[src/rtl/wb_pkg.sv]
// Shared types for the register writeback path: source ids and the buffered entry.
package wb_pkg;

  localparam int WB_REG_W  = 32;
  localparam int WB_ADDR_W = 4;

  typedef enum logic {
    SRC_ALU  = 1'b0,
    SRC_LOAD = 1'b1
  } wb_src_e;

  typedef struct packed {
    logic [WB_ADDR_W-1:0] addr;
    logic [WB_REG_W-1:0]  data;
  } wb_entry_t;

endpackage

[src/rtl/wb_fifo.sv]
// Small in-order FIFO holding pending writebacks for one producer.
// The head is visible combinationally; push and pop may share an edge.
module wb_fifo #(
  parameter type T     = logic,
  parameter int  DEPTH = 2
) (
  input  logic i_clk,
  input  logic i_rst,
  input  logic i_push,
  input  logic i_pop,
  input  T     i_din,
  output T     o_head,
  output logic o_full,
  output logic o_empty
);

  localparam int PW = $clog2(DEPTH);
  localparam int CW = PW + 1;

  T               r_mem [DEPTH];
  logic [PW-1:0]  r_wptr;
  logic [PW-1:0]  r_rptr;
  logic [CW-1:0]  r_count;

  logic w_push;
  logic w_pop;

  // Qualify requests against occupancy so the FIFO never over/underflows.
  assign w_push = i_push && !o_full;
  assign w_pop  = i_pop  && !o_empty;

  // Entry storage; pointers wrap naturally because DEPTH is a power of two.
  always_ff @(posedge i_clk) begin
    if (w_push) r_mem[r_wptr] <= i_din;
  end

  // Pointer and occupancy tracking; a simultaneous push and pop leaves count unchanged.
  always_ff @(posedge i_clk) begin
    if (i_rst) begin
      r_wptr  <= '0;
      r_rptr  <= '0;
      r_count <= '0;
    end else begin
      if (w_push) r_wptr <= r_wptr + 1'b1;
      if (w_pop)  r_rptr <= r_rptr + 1'b1;
      case ({w_push, w_pop})
        2'b10:   r_count <= r_count + 1'b1;
        2'b01:   r_count <= r_count - 1'b1;
        default: r_count <= r_count;
      endcase
    end
  end

  assign o_head  = r_mem[r_rptr];
  assign o_full  = (r_count == CW'(DEPTH));
  assign o_empty = (r_count == '0);

endmodule

[src/rtl/reg_wb_arbiter.sv]
// Round-robin writeback arbiter in front of the register file's single write port.
// ALU and load results are buffered per source; at most one write issues per cycle.
module reg_wb_arbiter
  import wb_pkg::*;
#(
  parameter int REG_WIDTH  = 32,
  parameter int ADDR_WIDTH = 4,
  parameter int FIFO_DEPTH = 2
) (
  input  logic                  i_clk,
  input  logic                  i_rst,
  input  logic                  i_alu_valid,
  output logic                  o_alu_ready,
  input  logic [ADDR_WIDTH-1:0] i_alu_addr,
  input  logic [REG_WIDTH-1:0]  i_alu_data,
  input  logic                  i_ld_valid,
  output logic                  o_ld_ready,
  input  logic [ADDR_WIDTH-1:0] i_ld_addr,
  input  logic [REG_WIDTH-1:0]  i_ld_data,
  output logic [ADDR_WIDTH-1:0] o_reg_addr_w,
  output logic [REG_WIDTH-1:0]  o_reg_val_w,
  output logic                  o_write_en
);

  wb_entry_t w_alu_in, w_ld_in, w_alu_head, w_ld_head;
  logic      w_alu_full, w_alu_empty, w_ld_full, w_ld_empty;
  logic      w_alu_push, w_ld_push;
  logic      w_gnt_alu, w_gnt_ld;
  wb_src_e   r_last_grant;

  assign w_alu_in = '{addr: i_alu_addr, data: i_alu_data};
  assign w_ld_in  = '{addr: i_ld_addr,  data: i_ld_data};

  // Ready looks only at registered occupancy, so there is no valid->ready path.
  assign o_alu_ready = !w_alu_full && !i_rst;
  assign o_ld_ready  = !w_ld_full  && !i_rst;
  assign w_alu_push  = i_alu_valid && o_alu_ready;
  assign w_ld_push   = i_ld_valid  && o_ld_ready;

  wb_fifo #(.T(wb_entry_t), .DEPTH(FIFO_DEPTH)) u_alu_fifo (
    .i_clk  (i_clk),
    .i_rst  (i_rst),
    .i_push (w_alu_push),
    .i_pop  (w_gnt_alu),
    .i_din  (w_alu_in),
    .o_head (w_alu_head),
    .o_full (w_alu_full),
    .o_empty(w_alu_empty)
  );

  wb_fifo #(.T(wb_entry_t), .DEPTH(FIFO_DEPTH)) u_ld_fifo (
    .i_clk  (i_clk),
    .i_rst  (i_rst),
    .i_push (w_ld_push),
    .i_pop  (w_gnt_ld),
    .i_din  (w_ld_in),
    .o_head (w_ld_head),
    .o_full (w_ld_full),
    .o_empty(w_ld_empty)
  );

  // Grant: a lone non-empty source wins; on a tie the source not granted last wins.
  // Nothing is granted while reset is held, so no write leaks out during reset.
  always_comb begin
    w_gnt_alu = 1'b0;
    w_gnt_ld  = 1'b0;
    if (!i_rst) begin
      if (!w_ld_empty && (w_alu_empty || r_last_grant == SRC_ALU)) w_gnt_ld  = 1'b1;
      else if (!w_alu_empty)                                       w_gnt_alu = 1'b1;
    end
  end

  // Remember the last winner; held when nothing is granted. Reset favours LOAD next.
  always_ff @(posedge i_clk) begin
    if (i_rst)          r_last_grant <= SRC_ALU;
    else if (w_gnt_ld)  r_last_grant <= SRC_LOAD;
    else if (w_gnt_alu) r_last_grant <= SRC_ALU;
  end

  // Drive the write port from the granted head; zeros when idle.
  always_comb begin
    o_write_en   = 1'b0;
    o_reg_addr_w = '0;
    o_reg_val_w  = '0;
    if (w_gnt_ld) begin
      o_write_en   = 1'b1;
      o_reg_addr_w = w_ld_head.addr;
      o_reg_val_w  = w_ld_head.data;
    end else if (w_gnt_alu) begin
      o_write_en   = 1'b1;
      o_reg_addr_w = w_alu_head.addr;
      o_reg_val_w  = w_alu_head.data;
    end
  end

endmodule

[config.mk]
export PLATFORM = sky130hd
export DESIGN_NAME = reg_wb_arbiter
export DESIGN_NICKNAME = d
export VERILOG_FILES = /design/src/rtl/wb_pkg.sv /design/src/rtl/wb_fifo.sv /design/src/rtl/reg_wb_arbiter.sv
export SDC_FILE = /design/constraint.sdc
export NUM_CORES = 1
export LEC_CHECK = 0
export CORE_MARGIN = 4
export CORE_UTILIZATION = 34
export CTS_CLUSTER_DIAMETER = 30
export CTS_CLUSTER_SIZE = 24
export DETAILED_ROUTE_END_ITERATION = 10
export GPL_TIMING_DRIVEN = 0
export PLACE_DENSITY_LB_ADDON = 0.05
export SYNTH_ARGS = -nofsm -noshare
export SYNTH_HDL_FRONTEND = slang
export SYNTH_SLANG_ARGS = --single-unit
export TNS_END_PERCENT = 100
[constraint.sdc]
create_clock -name i_clk -period 6.54 [get_ports i_clk]
set_input_delay 1.962 -clock i_clk [delete_from_list [all_inputs] [get_ports i_clk]]
set_output_delay 1.962 -clock i_clk [all_outputs]
set_load 0.02 [all_outputs]
==> run_results.csv <==
group,metric,value,unit
setup_path,crit_fanout,10,
finish,fin_area,0.00804,mm2
logic_synthesis,synth-seq-cells,155,
sta,finalCritPeriodShare,94.6,%
sta,tns,0,ns
placement,numPortBuffers,114,
detailed_routing,drc_errors,0,
floorplan,die_area,0.0196,mm2
sta,timing.fmax,162,MHz
clock_tree,cts_buffer_depth,2,
sta,hold_violations,0,
logic_synthesis,netlist_instances,329,
run,drv_cap,0,
logic_synthesis,yosys.area.top_type,"edfxtp_1",
sta,skew,0.00583,ns
logic_synthesis,ys_warn_count,0,
detailed_routing,routedWlPerCell,18.2,um
clock_tree,cts.htree.levels,4,
logic_synthesis,synth-seq-area-share,76.7,%
floorplan,fp.dieW,140,um
detailed_routing,antenna_left,0,
grt,antenna_found_initial,0,
floorplan,chipHeight,140,um
grt,grt_pass1_vias,3551,
detailed_routing,finalWirelength,12.9,mm
sta,slew_viol_final,0,
clock_tree,ctsResizeCount,0,
pwr,p_per_area,385,mW/mm2
placement,hpwlAfterDp,9.00,mm
setup_path,required,4.58,ns
finish,n_fill_cell,1476,
clock_tree,cts_buffers,17,
logic_synthesis,synth-edff-count,144,
clock_tree,cts.sinks,155,
setup_path,slowest_stage,"clkdlybuf4s50_1",
logic_synthesis,synthTopCellsByArea,"edfxtp_1 (73%), mux2i_1 (12%), dfxtp_1 (3.7%)",
sta,finalSetupViolations,0,
sta,period_needed,6.19,ns
floorplan,start_util,35.2,%
finish,fin_nets,553,
floorplan,io-pin-count,115,
detailed_routing,via_per_inst,4.73,
setup_path,slowest_delay,0.66,ns
placement,postPlaceCellArea,0.00748,mm2
setup_path,critPathKind,"in2out",
logic_synthesis,ys.flop_type,"edfxtp_1",
pwr,peakVddDrop,0.213,mV
finish,area_growth,35.8,%
pwr,leakage,2.65,nW
sta,slew_headroom,48.2,%
detailed_routing,dr.pass1.iters,4,
clock_tree,post-cts-setup-buffers,0,
setup_path,crit_chain,"clkdlybuf4s50_1 -> or3_1 -> buf_2 -> buf_2 -> o22ai_1 -> clkdlybuf4s50_1",
clock_tree,worstSkewPairLatency,0.41,ns
logic_synthesis,avgSynthCellArea,18.0,um2
logic_synthesis,ys_types,28,
sta,worst_pin_slew,0.778,ns
detailed_routing,vias,3348,
clock_tree,clkTransAtPathRegs,0.05,ns
clock_tree,holdBufCountCts,0,
hold_path,min_from,"u_alu_fifo.r_rptr$_SDFFE_PP0P_",
hold_path,hold_class,"reg2reg",
logic_synthesis,ys_top_cells_by_count,"edfxtp_1 (144), mux2i_1 (72), o22ai_1 (29)",
floorplan,row_count,47,
grt,track_usage,13.4,%
placement,gp_congestion,0.681,
logic_synthesis,yosysMostFrequentCell,"edfxtp_1",
grt,grt_max_degree,26,
grt,grt-ovfl-total,0,
detailed_routing,drt_iter0_markers,143,
finish,diodes,0,
setup_path,r2r-start,"u_ld_fifo.r_count[0]$_SDFFE_PP0P_",
logic_synthesis,synth.cell_area,0.00592,mm2
clock_tree,cts_tree,"built",
status,status,"complete, no violations",
logic_synthesis,netlist.area_leader.share,73.0,%
logic_synthesis,synth_fp_nets,407,
grt,grt_pass1_wl,19.7,mm
setup_path,cp-start-kind,"input pin",
finish,drive_gt1_share,12.3,%
sta,rsz0062_at_grt,"no",
clock_tree,root_buffer,"clkbuf_16",
setup_path,startpoint,"i_rst",
setup_path,worst_ep_arrival_time,4.23,ns
setup_path,endpoint_kind,"output port",
logic_synthesis,ys_async_sr_fraction,0,%
floorplan,core,0.0168,mm2
-- logic make-up (layout without fill, tap and decap cells) --
kind of cell	Yosys count	in the layout	synth area share, %
AOI/OAI and AO/OA	52	52	6.15
xor gates and xnor gates	4	4	0.592
adders and majority gates	2	2	0.422
buffers and inverters	22	181	1.90
DFF	155	155	76.7
muxes	72	72	12.2
and+or+nand+nor	22	22	2.03
-- stage by stage --
stage | instances | hold WS, ns | setup WS [ns] | utilization (%) | power [mW]
floorplan | 329 | 0.435 | 0.416 | - | 1.79
global placement | 663 | 0.456 | -3.24 | 43.6 | 2.17
detailed placement | 676 | 0.471 | 0.337 | 44.5 | 2.18
CTS | 708 | 0.483 | 0.323 | 47.8 | 3.14
global route | 708 | 0.515 | 0.246 | 47.8 | 3.25
finish | 708 | 0.481 | 0.352 | 47.8 | 3.10
-- sequential cells by signal (all words and copies together) (netlist names), named ones only --
| signal | flops |
|---|---|
| r_last_grant | 1 |
| u_alu_fifo.r_count | 2 |
| u_alu_fifo.r_mem | 72 |
| u_alu_fifo.r_rptr | 1 |
| u_alu_fifo.r_wptr | 1 |
| u_ld_fifo.r_count | 2 |
| u_ld_fifo.r_mem | 72 |
| u_ld_fifo.r_rptr | 1 |
| u_ld_fifo.r_wptr | 1 |
-- worst paths after layout --
check,to,slack [ns],cells after the start
hold reg to reg,u_alu_fifo.r_rptr$_SDFFE_PP0P_,0.48,1
setup reg to reg,u_ld_fifo.r_count[1]$_SDFFE_PP0P_,4.28,8
setup / recovery,o_reg_val_w[18],0.35,6
hold / removal,u_alu_fifo.r_rptr$_SDFFE_PP0P_,0.48,1
-- metal layers --
layer	vias to the layer above	wire length, um	global-route usage, %
li1	1604	-	-
met1	1622	5580	16.1
met2	107	6260	22.1
met3	15	804	4.43
met4	0	209	5.51
met5	-	0	0
-- critical path: cells and delay by family --
family	cells	cell delay [ns]
buffers and inverters	4	1.64
AOI/OAI and AO/OA	1	0.22
and+or+nand+nor	1	0.40
-- area by class of cell --
class                           instances  area, um2  share of cell area [%]
Buffer                                 17       93.8                    1.17
Timing Repair Buffer                  127       1260                    15.7
Inverter                                5       18.8                   0.233
Tap cell                              220        275                    3.42
Clock inverter                         11        126                    1.57
Multi-Input combinational cell        152       1280                    15.9
Sequential cell                       155       4540                    56.5
Clock buffer                           21        440                    5.48
-- layout by cell type (no fill, tap or decap) --
master	n
bufinv_16	3
xor2_1	2
o21a_1	1
buf_1	2
o22ai_2	7
clkinv_1	5
nor4_2	2
dfxtp_1	11
nand2_1	2
edfxtp_1	144
o21ai_0	3
and3_2	2
o211ai_1	3
nor2b_1	2
or3_1	4
clkbuf_1	7
nand2b_1	2
xnor2_1	2
clkinv_2	2
ha_1	2
clkdlybuf4s50_1	114
buf_6	2
clkbuf_16	17
buf_4	12
mux2i_1	72
o21ai_1	2
clkinvlp_4	1
o21ba_1	1
a21oi_1	6
or3_4	1
inv_1	5
buf_2	9
buf_12	2
o22ai_1	29
nor2_1	7
-- power by group --
part	switching, mW	total [mW]	internal [mW]
registers	0.0348	1.22	1.18
logic	0.500	0.928	0.428
clock network	0.359	0.951	0.592
total	0.894	3.10	2.20
(Power assumes the default switching activity.)
